$ cat src/rtl/regfile_fwd_pkg.sv
// Shared types and default sizes for the forwarding register file.
// Stage tags carry a fixed-width address so the struct stays parameter-free.
package regfile_fwd_pkg;

  localparam int DW_DEF    = 16;
  localparam int NREG_DEF  = 8;
  localparam int NRD_DEF   = 2;
  localparam int DEPTH_DEF = 3;
  localparam int AW_MAX    = 8;

  typedef struct packed {
    logic              valid;
    logic              we;
    logic [AW_MAX-1:0] waddr;
  } stg_tag_t;

endpackage

$ cat src/rtl/regfile_fwd_sel.sv
// Per-read-port operand select: the youngest valid writer to the source wins,
// otherwise the architectural value is used.
module regfile_fwd_sel
  import regfile_fwd_pkg::*;
#(
  parameter int DW     = DW_DEF,
  parameter int AW     = 3,
  parameter int DEPTH  = DEPTH_DEF,
  parameter bit BYPASS = 1'b0
) (
  input  stg_tag_t [DEPTH-1:0]         tags,
  input  logic     [DEPTH-1:0][DW-1:0] stg_data,
  input  logic     [DEPTH-1:0]         stg_rdy,
  input  logic     [AW-1:0]            rd_addr,
  input  logic                         addr_ok,
  input  logic     [DW-1:0]            gr_data,
  output logic     [DW-1:0]            data,
  output logic                         blk
);

  logic          hit;
  logic          hit_rdy;
  logic [DW-1:0] fwd;

  // Walk oldest to youngest so the youngest match overwrites.
  always_comb begin
    hit     = 1'b0;
    hit_rdy = 1'b1;
    fwd     = '0;
    for (int i = DEPTH-1; i >= 0; i--) begin
      if (addr_ok && tags[i].valid && tags[i].we && (tags[i].waddr == AW_MAX'(rd_addr))) begin
        hit     = 1'b1;
        hit_rdy = stg_rdy[i];
        fwd     = stg_data[i];
      end
    end
  end

  // Without bypass any in-flight writer interlocks the reader until commit.
  assign data = (BYPASS && hit) ? fwd : gr_data;
  assign blk  = BYPASS ? (hit && !hit_rdy) : hit;

endmodule

$ cat src/rtl/regfile_fwd.sv
// Register file with in-flight tag pipeline, operand forwarding and interlock.
// Define REGFILE_FWD_BYPASS_EN to forward stage results; otherwise readers stall until commit.
module regfile_fwd
  import regfile_fwd_pkg::*;
#(
  parameter  int DW    = DW_DEF,
  parameter  int NREG  = NREG_DEF,
  parameter  int NRD   = NRD_DEF,
  parameter  int DEPTH = DEPTH_DEF,
  localparam int AW    = $clog2(NREG)
) (
  input  logic                  clock,
  input  logic                  reset,
  input  logic                  en,
  input  logic                  flush,
  input  logic                  iss_valid,
  input  logic                  iss_we,
  input  logic [AW-1:0]         iss_waddr,
  input  logic [NRD*AW-1:0]     rd_addr,
  output logic [NRD*DW-1:0]     rd_data,
  output logic                  stall,
  input  logic [DEPTH*DW-1:0]   stg_data,
  input  logic [DEPTH-1:0]      stg_rdy,
  input  logic [AW-1:0]         dbg_addr,
  output logic [DW-1:0]         dbg_data,
  output logic                  commit
);

`ifdef REGFILE_FWD_BYPASS_EN
  localparam bit BYPASS = 1'b1;
`else
  localparam bit BYPASS = 1'b0;
`endif

  logic [DEPTH-1:0]             vld_pipe;
  logic [DEPTH-1:0]             we_q;
  logic [DEPTH-1:0][AW_MAX-1:0] waddr_q;
  stg_tag_t [DEPTH-1:0]         tags;
  logic [NREG-1:0][DW-1:0]      gr_q;
  logic [DEPTH-1:0][DW-1:0]     sdat;
  logic [NRD-1:0][DW-1:0]       rdat;
  logic [NRD-1:0]               blk;
  logic                         issue;
  logic                         wb_fire;
  logic                         wb_ok;
  logic                         wb_block;
  logic [AW-1:0]                wb_idx;

  assign sdat = stg_data;

  for (genvar i = 0; i < DEPTH; i++) begin : g_tag
    assign tags[i] = '{valid: vld_pipe[i], we: we_q[i], waddr: waddr_q[i]};
  end

  assign issue    = iss_valid && !stall && !flush;
  assign wb_idx   = waddr_q[DEPTH-1][AW-1:0];
  assign wb_ok    = int'(waddr_q[DEPTH-1]) < NREG;
  assign wb_fire  = en && vld_pipe[DEPTH-1] && we_q[DEPTH-1] && stg_rdy[DEPTH-1];
  assign wb_block = vld_pipe[DEPTH-1] && we_q[DEPTH-1] && !stg_rdy[DEPTH-1];
  assign commit   = wb_fire && !reset;

  // Flush kills everything younger than writeback; the retiring stage still commits below.
  always_ff @(posedge clock) begin
    if (reset) begin
      vld_pipe <= '0;
      we_q     <= '0;
      waddr_q  <= '0;
    end else if (en) begin
      vld_pipe <= flush ? '0 : {vld_pipe[DEPTH-2:0], issue};
      we_q     <= {we_q[DEPTH-2:0], iss_we};
      waddr_q  <= {waddr_q[DEPTH-2:0], AW_MAX'(iss_waddr)};
    end
  end

  always_ff @(posedge clock) begin
    if (reset) gr_q <= '0;
    else if (wb_fire && wb_ok) gr_q[wb_idx] <= sdat[DEPTH-1];
  end

  for (genvar k = 0; k < NRD; k++) begin : g_port
    logic [AW-1:0] ra;
    logic          ok;
    logic [DW-1:0] grd;

    assign ra  = rd_addr[k*AW +: AW];
    assign ok  = int'(ra) < NREG;
    assign grd = ok ? gr_q[ra] : '0;

    regfile_fwd_sel #(
      .DW     (DW),
      .AW     (AW),
      .DEPTH  (DEPTH),
      .BYPASS (BYPASS)
    ) u_sel (
      .tags     (tags),
      .stg_data (sdat),
      .stg_rdy  (stg_rdy),
      .rd_addr  (ra),
      .addr_ok  (ok),
      .gr_data  (grd),
      .data     (rdat[k]),
      .blk      (blk[k])
    );
  end

  assign rd_data  = rdat;
  assign stall    = (iss_valid && |blk) || wb_block;
  assign dbg_data = (int'(dbg_addr) < NREG) ? gr_q[dbg_addr] : '0;

  // The requester must drop en while the writeback result is outstanding.
  a_wb_rdy: assert property (@(posedge clock) disable iff (reset)
    !(en && vld_pipe[DEPTH-1] && we_q[DEPTH-1] && !stg_rdy[DEPTH-1]));

endmodule

$ cat config.mk
export PLATFORM = sky130hd
export DESIGN_NAME = regfile_fwd
export DESIGN_NICKNAME = d
export VERILOG_FILES = /design/src/rtl/regfile_fwd_pkg.sv /design/src/rtl/regfile_fwd_sel.sv /design/src/rtl/regfile_fwd.sv
export SDC_FILE = /design/constraint.sdc
export NUM_CORES = 1
export LEC_CHECK = 0
export ABC_AREA = 1
export CORE_ASPECT_RATIO = 2
export CORE_MARGIN = 10
export CORE_UTILIZATION = 55
export CTS_BUF_LIST = sky130_fd_sc_hd__clkbuf_4 sky130_fd_sc_hd__clkbuf_8
export DETAILED_ROUTE_END_ITERATION = 7
export PLACE_DENSITY = 0.8
export SLEW_MARGIN = 25
export SYNTH_ARGS = -nofsm -noshare
export SYNTH_HDL_FRONTEND = slang
export SYNTH_SLANG_ARGS = --single-unit
$ cat constraint.sdc
create_clock -name clock -period 2 [get_ports clock]
set_clock_uncertainty 0.05 [all_clocks]
set_input_delay 0.4 -clock clock [delete_from_list [all_inputs] [get_ports clock]]
set_output_delay 0.4 -clock clock [all_outputs]
set_load 0.05 [all_outputs]
---- After elaboration in Yosys (flattened, before gate mapping) ----
Cells that the tools add are included.
W data, S select, Z words.
word-level totals
  input bits .............................. 69
  logic and storage cells ................. 66
  output and inout port bits .............. 50
  register bits after elaboration ......... 143
operators by class
  equality and inequality tests ........... 6
  reductions and logical operators ........ 25
  muxes and demuxes ....................... 16
  order comparisons ....................... 6
operators with widths
  operator              number
  $bmux W16 S3          3
  $bwmux W128           1
  $mux W16              4
  $demux W16 S3         1
  $lt A3 B4 Y1 const B  5
  $logic_and A1 B1 Y1   19
  $eq A3 B3 Y1          6
  $mux W1               6
  $logic_not A1 Y1      4
  $ge A3 B1 Y1 const B  1
  $mux W3               1
  $reduce_or A2 Y1      1
  $logic_or A1 B1 Y1    1

---- Depth between registers and ports, before layout ----
  depth in word-level cells ............... 12
  mapped depth ............................ 10
  depth with buffers taken out ............ 9

---- Cells and area by module ----
Synthesis repeated with hierarchy kept, for this count alone.
unflattened totals
  cells, all modules ...................... 2000
  area, all modules ....................... 10616.4 um2
by module, submodules not included
  module           cells each  sequential area each (um2)  instances  area each (um2)
  regfile_fwd      1836        2862.7                      1          9860.7
  regfile_fwd_sel  82          0.0                         2          377.9

---- Worst setup path after synthesis ----
No wires, ideal clock.
  kind .................................... input -> output
  from .................................... input port reset
  to ...................................... output port commit
  cell stages on the path ................. 3
  arrival time ............................ 2.316 ns
  setup slack ............................. -0.766 ns
  buffers on the path ..................... 2
  cells stage by stage .................... clkbuf_1 > clkbuf_1 > nor4_1
between the ends
  longest elaborated chain between the ends .. 2
RTL lines
  element              line               text
  from (decl)          regfile_fwd.sv:13  input logic reset,
  $logic_not A1 Y1     regfile_fwd.sv:60  assign commit = wb_fire && !reset;
  $logic_and A1 B1 Y1  regfile_fwd.sv:60
  to (decl)            regfile_fwd.sv:26  output logic commit
No other way between the ends.

---- Worst setup path after layout ----
  from .................................... register gr_q[91] in the netlist's numbering
  to ...................................... output port dbg_data[11]
between the ends
  longest elaborated chain between the ends .. 2
RTL lines
  element                            line                text
  from (decl)                        regfile_fwd.sv:39   logic [NREG-1:0][DW-1:0] gr_q;
  from (signal, indexed assignment)  regfile_fwd.sv:77   else if (wb_fire && wb_ok) gr_q[wb_idx] <= sdat[DEPTH-1];
  $bmux W16 S3                       regfile_fwd.sv:108  assign dbg_data = (int'(dbg_addr) < NREG) ? gr_q[dbg_addr] : '0;
  $mux W16 (implied by the code)     regfile_fwd.sv:108
  to (decl)                          regfile_fwd.sv:25   output logic [DW-1:0] dbg_data,
No other way between the ends. The select of a mux whose other input is x is not followed.

==> results.json <==
{
  "min_to": "tags[2]",
  "ys_top_cells_by_count": "nand2_1, o21ai_0, a21oi_1",
  "top_layer": "met4",
  "dp_hpwl_um": 22300,
  "vias_per_cell": 6.82,
  "area_growth_syn_to_layout_pct": 53.0,
  "htreeDepth": 4,
  "worstMarginPinSlew_ns": 0.713,
  "synth_top_area_share_pct": 34.1,
  "num_rows": 63,
  "drive_gt1_share_pct": 35.8,
  "yosysMostFrequentCell": "nand2_1",
  "avgSynthCellArea_sq_um": 6.39,
  "numCtsBuffers": 17,
  "ys_seq_elements": 143,
  "tritoncts": "done",
  "die-height_um": 195,
  "crit_required_ns": 1.55,
  "cap_violations": 0,
  "globalplace.congestion": 0.935,
  "synth_flop_cell": "dfxtp_1",
  "syn_nets": 1383,
  "wl_met1_um": 12900,
  "r2r-start": "we_q[2]",
  "yosysTopAreaCell": "dfxtp_1",
  "synthTopCellsByArea": "dfxtp_1, nand2_1, o21ai_0, a21oi_1, nor2_1",
  "violations": "setup timing",
  "setup.worst_path.end_class": "output pin",
  "dp_slack_ns": -0.402,
  "yosysSeqAreaShare_pct": 34.1,
  "grtUsageTotal_pct": 34.4,
  "drc": 0,
  "grt_pass1_vias": 10500,
  "routed_wirelength_um": 39800,
  "io_pins": 119,
  "fin_crit_ns": 2.21,
  "setup_viol": 38,
  "multi_input_area_sq_um": 5990,
  "synth_edf_count": 0,
  "post-route-period-util_pct": 111,
  "setup_ws_ns": -0.211,
  "leakage_nw": 4.49,
  "cts.reportedPaths.clkPinSlew_ns": 0.10,
  "yosys.cell_types.count": 25,
  "hold_class": "in -> reg",
  "cts_root_buffer": "clkbuf_8",
  "startpoint_type": "flip-flop",
  "rsz0062_at_grt": "yes",
  "arrival_ns": 1.76,
  "ant_nets": 0,
  "wl_met2_um": 18900,
  "power_density_nw_per_um2": 607,
  "grt_remaining_overflow": 0,
  "finalHoldViolCount": 0,
  "io_buffers": 84,
  "path_class": "reg -> out",
  "slew_headroom_pct": 52.5,
  "cts_sinks": 143,
  "clockBufferDepth": 2,
  "hold_path_depth": 3,
  "async_flop_share_pct": 0,
  "drtIter0Drc": 1558,
  "clk_latency_ns": 0.49,
  "synth_area_sq_um": 8400,
  "clock.fmax_ghz": 0.452,
  "dieArea_sq_um": 20900,
  "vdd.ir_drop.worst_mv": 0.648,
  "core_sq_um": 14900,
  "slew_violations": 0,
  "nets": 1495,
  "status": "finished with violations",
  "dr.pass1.iters": 6,
  "hold_start": "iss_waddr[2]",
  "reg2reg_depth": 9,
  "crit_fanout": 4,
  "fillers": 735,
  "postLayoutCoreUtil_pct": 86.2,
  "grt_max_degree": 83,
  "antenna_cells": 0,
  "r2r_slack_ns": 0.05,
  "synth_warnings": 0,
  "routedWlPerCell_um": 24.4,
  "r2r-end": "gr_q[8]",
  "met3_length_um": 4580,
  "grt_pass1_wl_um": 57000,
  "num_vias": 11100,
  "syn_inst": 1314,
  "final-seq-area_sq_um": 2960,
  "initial_core_util_pct": 56.4,
  "die_w_um": 107,
  "antenna_found_initial": 0
}
-- cells in the final DEF, fill, tap and decap left out, types with 48 or more instances in the layout --
cell and n:
nand2_1 287, o21ai_1 109, buf_12 61, dfxtp_1 80, dfxtp_2 57, buf_4 86
a21oi_1 124, nor2_1 107, a211oi_1 58, o211ai_1 48, a21oi_2 52
-- repair_timing --
item                                    4_1_cts  5_1_grt
gates resized for setup                     276      202
buffers inserted                             11        6
hold buffers                                  0        0
endpoints found under the setup margin       50       49
cloned                                        6        4
pin swaps                                    52       78
-- cell families after synthesis --
kind of cell    after synthesis  synth area share, %
compound gates              525                 35.3
simple gates                436                 20.3
buf+inv                     203                 9.52
flops                       143                 34.1
xor+xnor                      7                0.730
-- through the flow --
stage	cells	power (mW)	hold WS, ns	area (sq um)	setup TNS, ns
after floorplan	1314	3.96	0.391	9140	-0.607
after global placement	1589	4.71	0.399	11200	-29.16
after detailed placement	1589	4.73	0.412	11200	-33.24
after CTS	1630	7.56	0.419	12300	-0.706
after global routing	1634	7.95	0.439	12800	-3.98
final	1634	7.80	0.429	12800	-2.18
-- area by class of cell --
type / count / share of cell area [%]
Tap cell: 195 / 1.90
Sequential cell: 143 / 23.0
Clock inverter: 14 / 1.68
Inverter: 77 / 2.60
Timing Repair Buffer: 219 / 22.2
Clock buffer: 18 / 1.93
Multi-Input combinational cell: 968 / 46.7
-- report_power, final --
part | internal [mW] | total (mW) | switching (mW)
clock network | 1.52 | 2.79 | 1.27
registers | 2.85 | 2.87 | 0.0206
logic | 0.857 | 2.14 | 1.28
total | 5.23 | 7.80 | 2.58
-- worst max-delay path, cell delays in order (launching register included) --
cell and delay [ns]:
dfxtp_2 0.34, inv_2 0.10, a21oi_2 0.06, o21ai_1 0.09, o21ai_1 0.12, nor2_2 0.33
a31oi_4 0.05, buf_6 0.17
-- metal layers --
metal,GRT usage (%),vias to the layer above
met5,0,-
met4,22.8,0
met3,6.16,366
met2,56.7,961
met1,39.1,5080
li1,-,4734
-- registers in the layout, summed over array words and instances (netlist names) --
signal	count
gr_q	128
tags	9
vld_pipe	3
we_q	3
-- worst max path at each step --
stage	startpoint	endpoint	slack [ns]	depth (start not counted)
2_1_floorplan	dbg_addr[1]	dbg_data[5]	-0.12	6
3_3_place_gp	dbg_addr[1]	dbg_data[4]	-0.34	6
3_5_place_dp	dbg_addr[1]	dbg_data[4]	-0.40	6
4_1_cts	gr_q[94]	rd_data[30]	-0.09	6
5_1_grt	gr_q[91]	dbg_data[11]	-0.27	7
6_report	gr_q[91]	dbg_data[11]	-0.21	7
No activity file was read; power rests on OpenSTA's default activity.
